--- src/rtl/writeback_arbiter_pkg.sv ---
// Shared types and constants for the register-file writeback arbiter.
// wb_req_t carries one pending register-file write: ALU input, holding buffer and rf_* register.
package writeback_arbiter_pkg;
  localparam int REG_COUNT  = 32;
  localparam int REG_ADDR_W = 5;
  localparam int DATA_W     = 32;

  typedef struct packed {
    logic                  valid;
    logic [REG_ADDR_W-1:0] rd;
    logic [DATA_W-1:0]     data;
  } wb_req_t;
endpackage

--- src/rtl/writeback_arbiter_scoreboard.sv ---
// Per-register busy tracking for long-latency destinations, plus hazard-violation detection.
// Register x0 is never marked busy and never reported as a violation.
module wb_scoreboard
  import writeback_arbiter_pkg::*;
(
  input  logic                  clock,
  input  logic                  reset,
  input  logic                  set_en,
  input  logic [REG_ADDR_W-1:0] set_rd,
  input  logic                  clr_en,
  input  logic [REG_ADDR_W-1:0] clr_rd,
  input  logic                  alu_chk_en,
  input  logic [REG_ADDR_W-1:0] alu_chk_rd,
  input  logic                  lsu_chk_en,
  input  logic [REG_ADDR_W-1:0] lsu_chk_rd,
  output logic [REG_COUNT-1:0]  busy_mask,
  output logic                  err_pulse
);
  logic [REG_COUNT-1:0] r_busy;
  logic [REG_COUNT-1:0] w_set_vec;
  logic [REG_COUNT-1:0] w_clr_vec;
  logic                 w_waw;
  logic                 w_alu_raw;
  logic                 w_lsu_orphan;

  assign w_set_vec = REG_COUNT'(set_en & (|set_rd)) << set_rd;
  assign w_clr_vec = REG_COUNT'(clr_en) << clr_rd;

  assign w_waw        = set_en & (|set_rd) & r_busy[set_rd];
  assign w_alu_raw    = alu_chk_en & (|alu_chk_rd) & r_busy[alu_chk_rd];
  assign w_lsu_orphan = lsu_chk_en & (|lsu_chk_rd) & ~r_busy[lsu_chk_rd];
  assign err_pulse    = w_waw | w_alu_raw | w_lsu_orphan;

  // Set is applied after clear so a same-cycle mark on the retiring register keeps it busy.
  always_ff @(posedge clock) begin
    if (reset) r_busy <= '0;
    else       r_busy <= (r_busy & ~w_clr_vec) | w_set_vec;
  end

  assign busy_mask = r_busy;
endmodule

--- src/rtl/writeback_arbiter.sv ---
// Arbitrates the single register-file write port between the ALU and a long-latency unit,
// with a one-entry holding buffer and a starvation guard that briefly stalls the ALU.
module writeback_arbiter
  import writeback_arbiter_pkg::*;
#(
  parameter int STARVE_LIMIT = 4,
  parameter int CNT_W        = 3
) (
  input  logic                  clock,
  input  logic                  reset,
  input  logic                  alu_valid,
  input  logic [REG_ADDR_W-1:0] alu_rd,
  input  logic [DATA_W-1:0]     alu_data,
  output logic                  alu_stall,
  input  logic                  lsu_valid,
  output logic                  lsu_ready,
  input  logic [REG_ADDR_W-1:0] lsu_rd,
  input  logic [DATA_W-1:0]     lsu_data,
  input  logic                  mark_valid,
  input  logic [REG_ADDR_W-1:0] mark_rd,
  output logic [REG_COUNT-1:0]  busy_mask,
  output logic                  rf_we,
  output logic [REG_ADDR_W-1:0] rf_waddr,
  output logic [DATA_W-1:0]     rf_wdata,
  output logic                  protocol_error
);
  wb_req_t          r_buf;
  wb_req_t          r_rf;
  logic [CNT_W-1:0] r_cnt;
  logic             r_perr;

  wb_req_t w_alu_req;
  logic    w_stall;
  logic    w_alu_sel;
  logic    w_buf_sel;
  logic    w_hs;
  logic    w_err;

  assign w_alu_req = {alu_valid, alu_rd, alu_data};
  assign w_stall   = (r_cnt == CNT_W'(STARVE_LIMIT));
  assign w_alu_sel = w_alu_req.valid & ~w_stall;
  assign w_buf_sel = ~w_alu_sel & r_buf.valid;
  assign w_hs      = lsu_valid & ~r_buf.valid;

  always_ff @(posedge clock) begin
    if (reset) begin
      r_buf  <= '0;
      r_rf   <= '0;
      r_cnt  <= '0;
      r_perr <= 1'b0;
    end else begin
      // An x0 write still takes its slot; only the enable is suppressed.
      if (w_alu_sel)
        r_rf <= {(|w_alu_req.rd), w_alu_req.rd, w_alu_req.data};
      else if (w_buf_sel)
        r_rf <= {(|r_buf.rd), r_buf.rd, r_buf.data};
      else
        r_rf.valid <= 1'b0;

      // Push needs an empty buffer and pop needs a full one, so they never collide.
      if (w_buf_sel)
        r_buf.valid <= 1'b0;
      else if (w_hs)
        r_buf <= {1'b1, lsu_rd, lsu_data};

      if (r_buf.valid && w_alu_sel) r_cnt <= r_cnt + CNT_W'(1);
      else                          r_cnt <= '0;

      r_perr <= r_perr | w_err;
    end
  end

  wb_scoreboard u_sb (
    .clock      (clock),
    .reset      (reset),
    .set_en     (mark_valid),
    .set_rd     (mark_rd),
    .clr_en     (w_buf_sel),
    .clr_rd     (r_buf.rd),
    .alu_chk_en (w_alu_sel),
    .alu_chk_rd (w_alu_req.rd),
    .lsu_chk_en (w_hs),
    .lsu_chk_rd (lsu_rd),
    .busy_mask  (busy_mask),
    .err_pulse  (w_err)
  );

  assign alu_stall      = w_stall;
  assign lsu_ready      = ~r_buf.valid;
  assign rf_we          = r_rf.valid;
  assign rf_waddr       = r_rf.rd;
  assign rf_wdata       = r_rf.data;
  assign protocol_error = r_perr;
endmodule

--- config.mk ---
export PLATFORM = sky130hd
export DESIGN_NAME = writeback_arbiter
export DESIGN_NICKNAME = d
export VERILOG_FILES = /design/src/rtl/writeback_arbiter_pkg.sv /design/src/rtl/writeback_arbiter_scoreboard.sv /design/src/rtl/writeback_arbiter.sv
export SDC_FILE = /design/constraint.sdc
export NUM_CORES = 1
export LEC_CHECK = 0
export BUFFER_PORTS_ARGS = -buffer_cell sky130_fd_sc_hd__buf_2
export CORE_AREA = 2 2 126 115
export DETAILED_ROUTE_END_ITERATION = 6
export DIE_AREA = 0 0 128 117
export HOLD_SLACK_MARGIN = 0.1
export PLACE_DENSITY_LB_ADDON = 0.05
export SYNTH_ARGS = -nofsm -noshare
export SYNTH_HDL_FRONTEND = slang
export SYNTH_SLANG_ARGS = --single-unit
export TNS_END_PERCENT = 10
--- constraint.sdc ---
create_clock -name clock -period 5.3 [get_ports clock]
set_clock_uncertainty 0.05 [all_clocks]
set_input_delay 0.795 -clock clock [delete_from_list [all_inputs] [get_ports clock]]
set_output_delay 0.795 -clock clock [all_outputs]
set_load 0.05 [all_outputs]
==> flow_metrics.tcl <==
set metrics [dict create \
    endpoint_kind "flip-flop" \
    start_util 0.3906 \
    async_flop_share 0 \
    powerDensity_mw_per_mm2 301.0 \
    num_vias 4923 \
    cts_tree "built" \
    status "finished clean" \
    cp_max_fo 30 \
    grtUsageTotal 0.2136 \
    syn_to_final_growth_pct 20.27 \
    fin_total_pwr_mw 1.944 \
    drive_above_1_share 0.2802 \
    clk_path_buf_depth 2 \
    row_count 41 \
    wl_mm 16.13 \
    synthXorXnorAreaFrac 0.001631 \
    avgSynthCellArea_um2 9.041 \
    tns_ns 0 \
    r2r_cells 5 \
    synth.most_common_cell "nand2_1" \
    pin_count 157 \
    worst_ep_arrival_time_ns 2.84 \
    grt_pass1_vias 4543 \
    postCtsSetupBuffers 0 \
    max_cap_viol_count 0 \
    hold_end "r_buf[7]$_SDFFE_PP0P_" \
    tightest_slew_ns 0.9573 \
    clockRootBuffer "clkbuf_16" \
    io_buffers 156 \
    finalNonFillerCells 893 \
    synthCells 594 \
    wl_per_cell_um 18.06 \
    dp_hpwl_mm 11.34 \
    ctsResizeCount 0 \
    core_area_mm2 0.01375 \
    die_x_um 128 \
    grt_remaining_overflow 0 \
    cts_hold_buffers 0 \
    synth_edf_count 0 \
    grt_max_degree 77 \
    reg2reg_from "r_buf[37]$_SDFFE_PP0P_" \
    synth_compound_area_frac 0.1631 \
    synth_top_area_cell "dfxtp_1" \
    ant_nets 0 \
    final_nets 802 \
    min_path_cells 2 \
    drc 0 \
    muxShareOfSynthArea 0.1906 \
    die_area_mm2 0.01498 \
    max_freq_mhz 374.3 \
    grt_pass1_wl_mm 24.64 \
    routabilityCongestion 0.8895 \
    drv_slew 0 \
    fin_crit_sh 0.5040 \
    synth_top_family_by_area "multiplexers" \
    die_y_um 117 \
    clock_latency_ns 0.36 \
    syn_area_mm2 0.005370 \
    ys_ff_latch 112 \
    min_period_ns 2.671 \
    numCtsBuffers 9 \
    firstDrtPassIters 5 \
    yosys_warnings 0 \
    yosys.area_share.adder 0.004660 \
    hold_start "r_buf[7]$_SDFFE_PP0P_" \
    drtIter0Drc 284 \
    required_ns 5.47 \
    clk_pin_slew_ns 0.07 \
    yosysTopAreaCellShare 0.4175 \
    final_util 0.4698 \
    yosysSeqAreaShare 0.4175 \
    hold_violations 0 \
    clock_sinks 112 \
    crit_path_start_kind "flip-flop" \
    antenna_cells 0 \
    synthesis.nets 680 \
    yosysUniqueCellTypes 47 \
    synth_commonest_cells "114 x nand2_1, 112 x dfxtp_1, 69 x a21oi_1" \
    ir_drop_mv 0.1629 \
    synthTopCellsByArea "dfxtp_1 42%, mux2i_1 9.1%, nand2_1 8.0%" \
    dpl.cell_count 877 \
    setup_viol 0 \
    hold_path.class "reg -> reg" \
    max_slew_margin 0.3589 \
    ff2ff_setup_slack_ns 2.63 \
    antenna_found_initial 0 \
    path_class "reg -> reg" \
    synthSimpleGateAreaFrac 0.1724 \
    htreeDepth 3 \
    fin_hold_ws_ns 0.4048 \
    rsz0062_at_grt "no" \
    synth_flop_cell "dfxtp_1" \
    p_leak_nw 2.673 \
    rr_endpoint "u_sb.busy_mask[6]$_SDFF_PP0_" \
    nFillCells 1391 \
    vias_per_cell 5.513 \
]
[per-stage QoR]
stage	instance area [um^2]	setup slack, ns
floorplan	5370	3.044
global placement	6158	2.654
detailed placement	6158	2.642
CTS	6459	2.652
global route	6459	2.422
finish	6459	2.629
[layout make-up]
cell class / count / area, um^2 / area share
multi-input cells: 429 / 2868 / 0.4440
flip-flops and latches: 112 / 2243 / 0.3473
repair buffers: 161 / 820.8 / 0.1271
clock buffers: 13 / 260.3 / 0.04029
well taps: 172 / 215.2 / 0.03332
clock inverters: 3 / 40.04 / 0.006199
inverters: 3 / 11.26 / 0.001744
[cells by family (layout without fill, tap and decap cells)]
logic type                 count (synthesis)  in the layout
AOI/OAI and AO/OA                        149            149
xor gates and xnor gates                   1              1
adders and majority gates                  2              2
buffers and inverters                     53            180
DFF                                      112            112
muxes                                     72             72
and+or+nand+nor                          205            205
[state kept, by name, indices dropped and copies added (netlist names)]
register        count
protocol_error      1
r_buf              38
r_cnt               3
rf_waddr            5
rf_wdata           32
rf_we               1
u_sb.busy_mask     32
[placed cells by master (no fill, tap or decap), types with 2 or more instances in the layout]
cell / instances
mux4_2: 15
clkinv_2: 2
clkbuf_8: 2
and3b_1: 3
o21ai_0: 32
nand2_1: 114
buf_2: 155
buf_4: 6
nand2b_1: 4
mux2i_1: 49
dfxtp_1: 111
nor3_1: 4
nand3_1: 3
and3_1: 2
nand4b_1: 4
or2_2: 4
a211oi_1: 39
inv_1: 3
ha_1: 2
nor2_1: 44
nand3b_1: 4
mux4_1: 7
nand4_1: 2
and2_1: 2
clkbuf_16: 9
clkbuf_1: 2
nor3b_1: 5
a21oi_1: 69
[worst max-delay path, stage by stage, from the launching register on]
cell and delay [ns]:
dfxtp_2 0.96, buf_4 0.43, nand4b_1 0.37, or2_2 0.45, o21ai_0 0.18, a21oi_1 0.08
[power by group]
group / internal, mW / switching (mW)
Clock: 0.392 / 0.307
Sequential: 0.884 / 0.0381
Combinational: 0.107 / 0.215
Total: 1.38 / 0.561
[worst max-delay path by stage]
stage	start	to	slack, ns	cells after the start
2_1_floorplan	alu_rd[0]	protocol_error$_SDFF_PP0_	3.04	6
3_3_place_gp	r_buf[37]$_SDFFE_PP0P_	u_sb.busy_mask[1]$_SDFF_PP0_	2.65	5
3_5_place_dp	r_buf[37]$_SDFFE_PP0P_	u_sb.busy_mask[5]$_SDFF_PP0_	2.64	5
4_1_cts	r_buf[37]$_SDFFE_PP0P_	u_sb.busy_mask[5]$_SDFF_PP0_	2.65	5
5_1_grt	r_buf[37]$_SDFFE_PP0P_	u_sb.busy_mask[1]$_SDFF_PP0_	2.42	5
6_report	r_buf[37]$_SDFFE_PP0P_	u_sb.busy_mask[6]$_SDFF_PP0_	2.63	5
[metal layers]
| metal | up-vias | GRT usage | wire length [um] | share of wire |
|---|---|---|---|---|
| li1 | 2368 | - | - | - |
| met1 | 2367 | 0.3033 | 7544 | 0.47 |
| met2 | 173 | 0.3269 | 7263 | 0.45 |
| met3 | 15 | 0.05636 | 1166 | 0.072 |
| met4 | 0 | 0.05128 | 150 | 0.0093 |
| met5 | - | 0 | 0 | 0 |
Note: power is estimated with default switching activity, not from simulation.
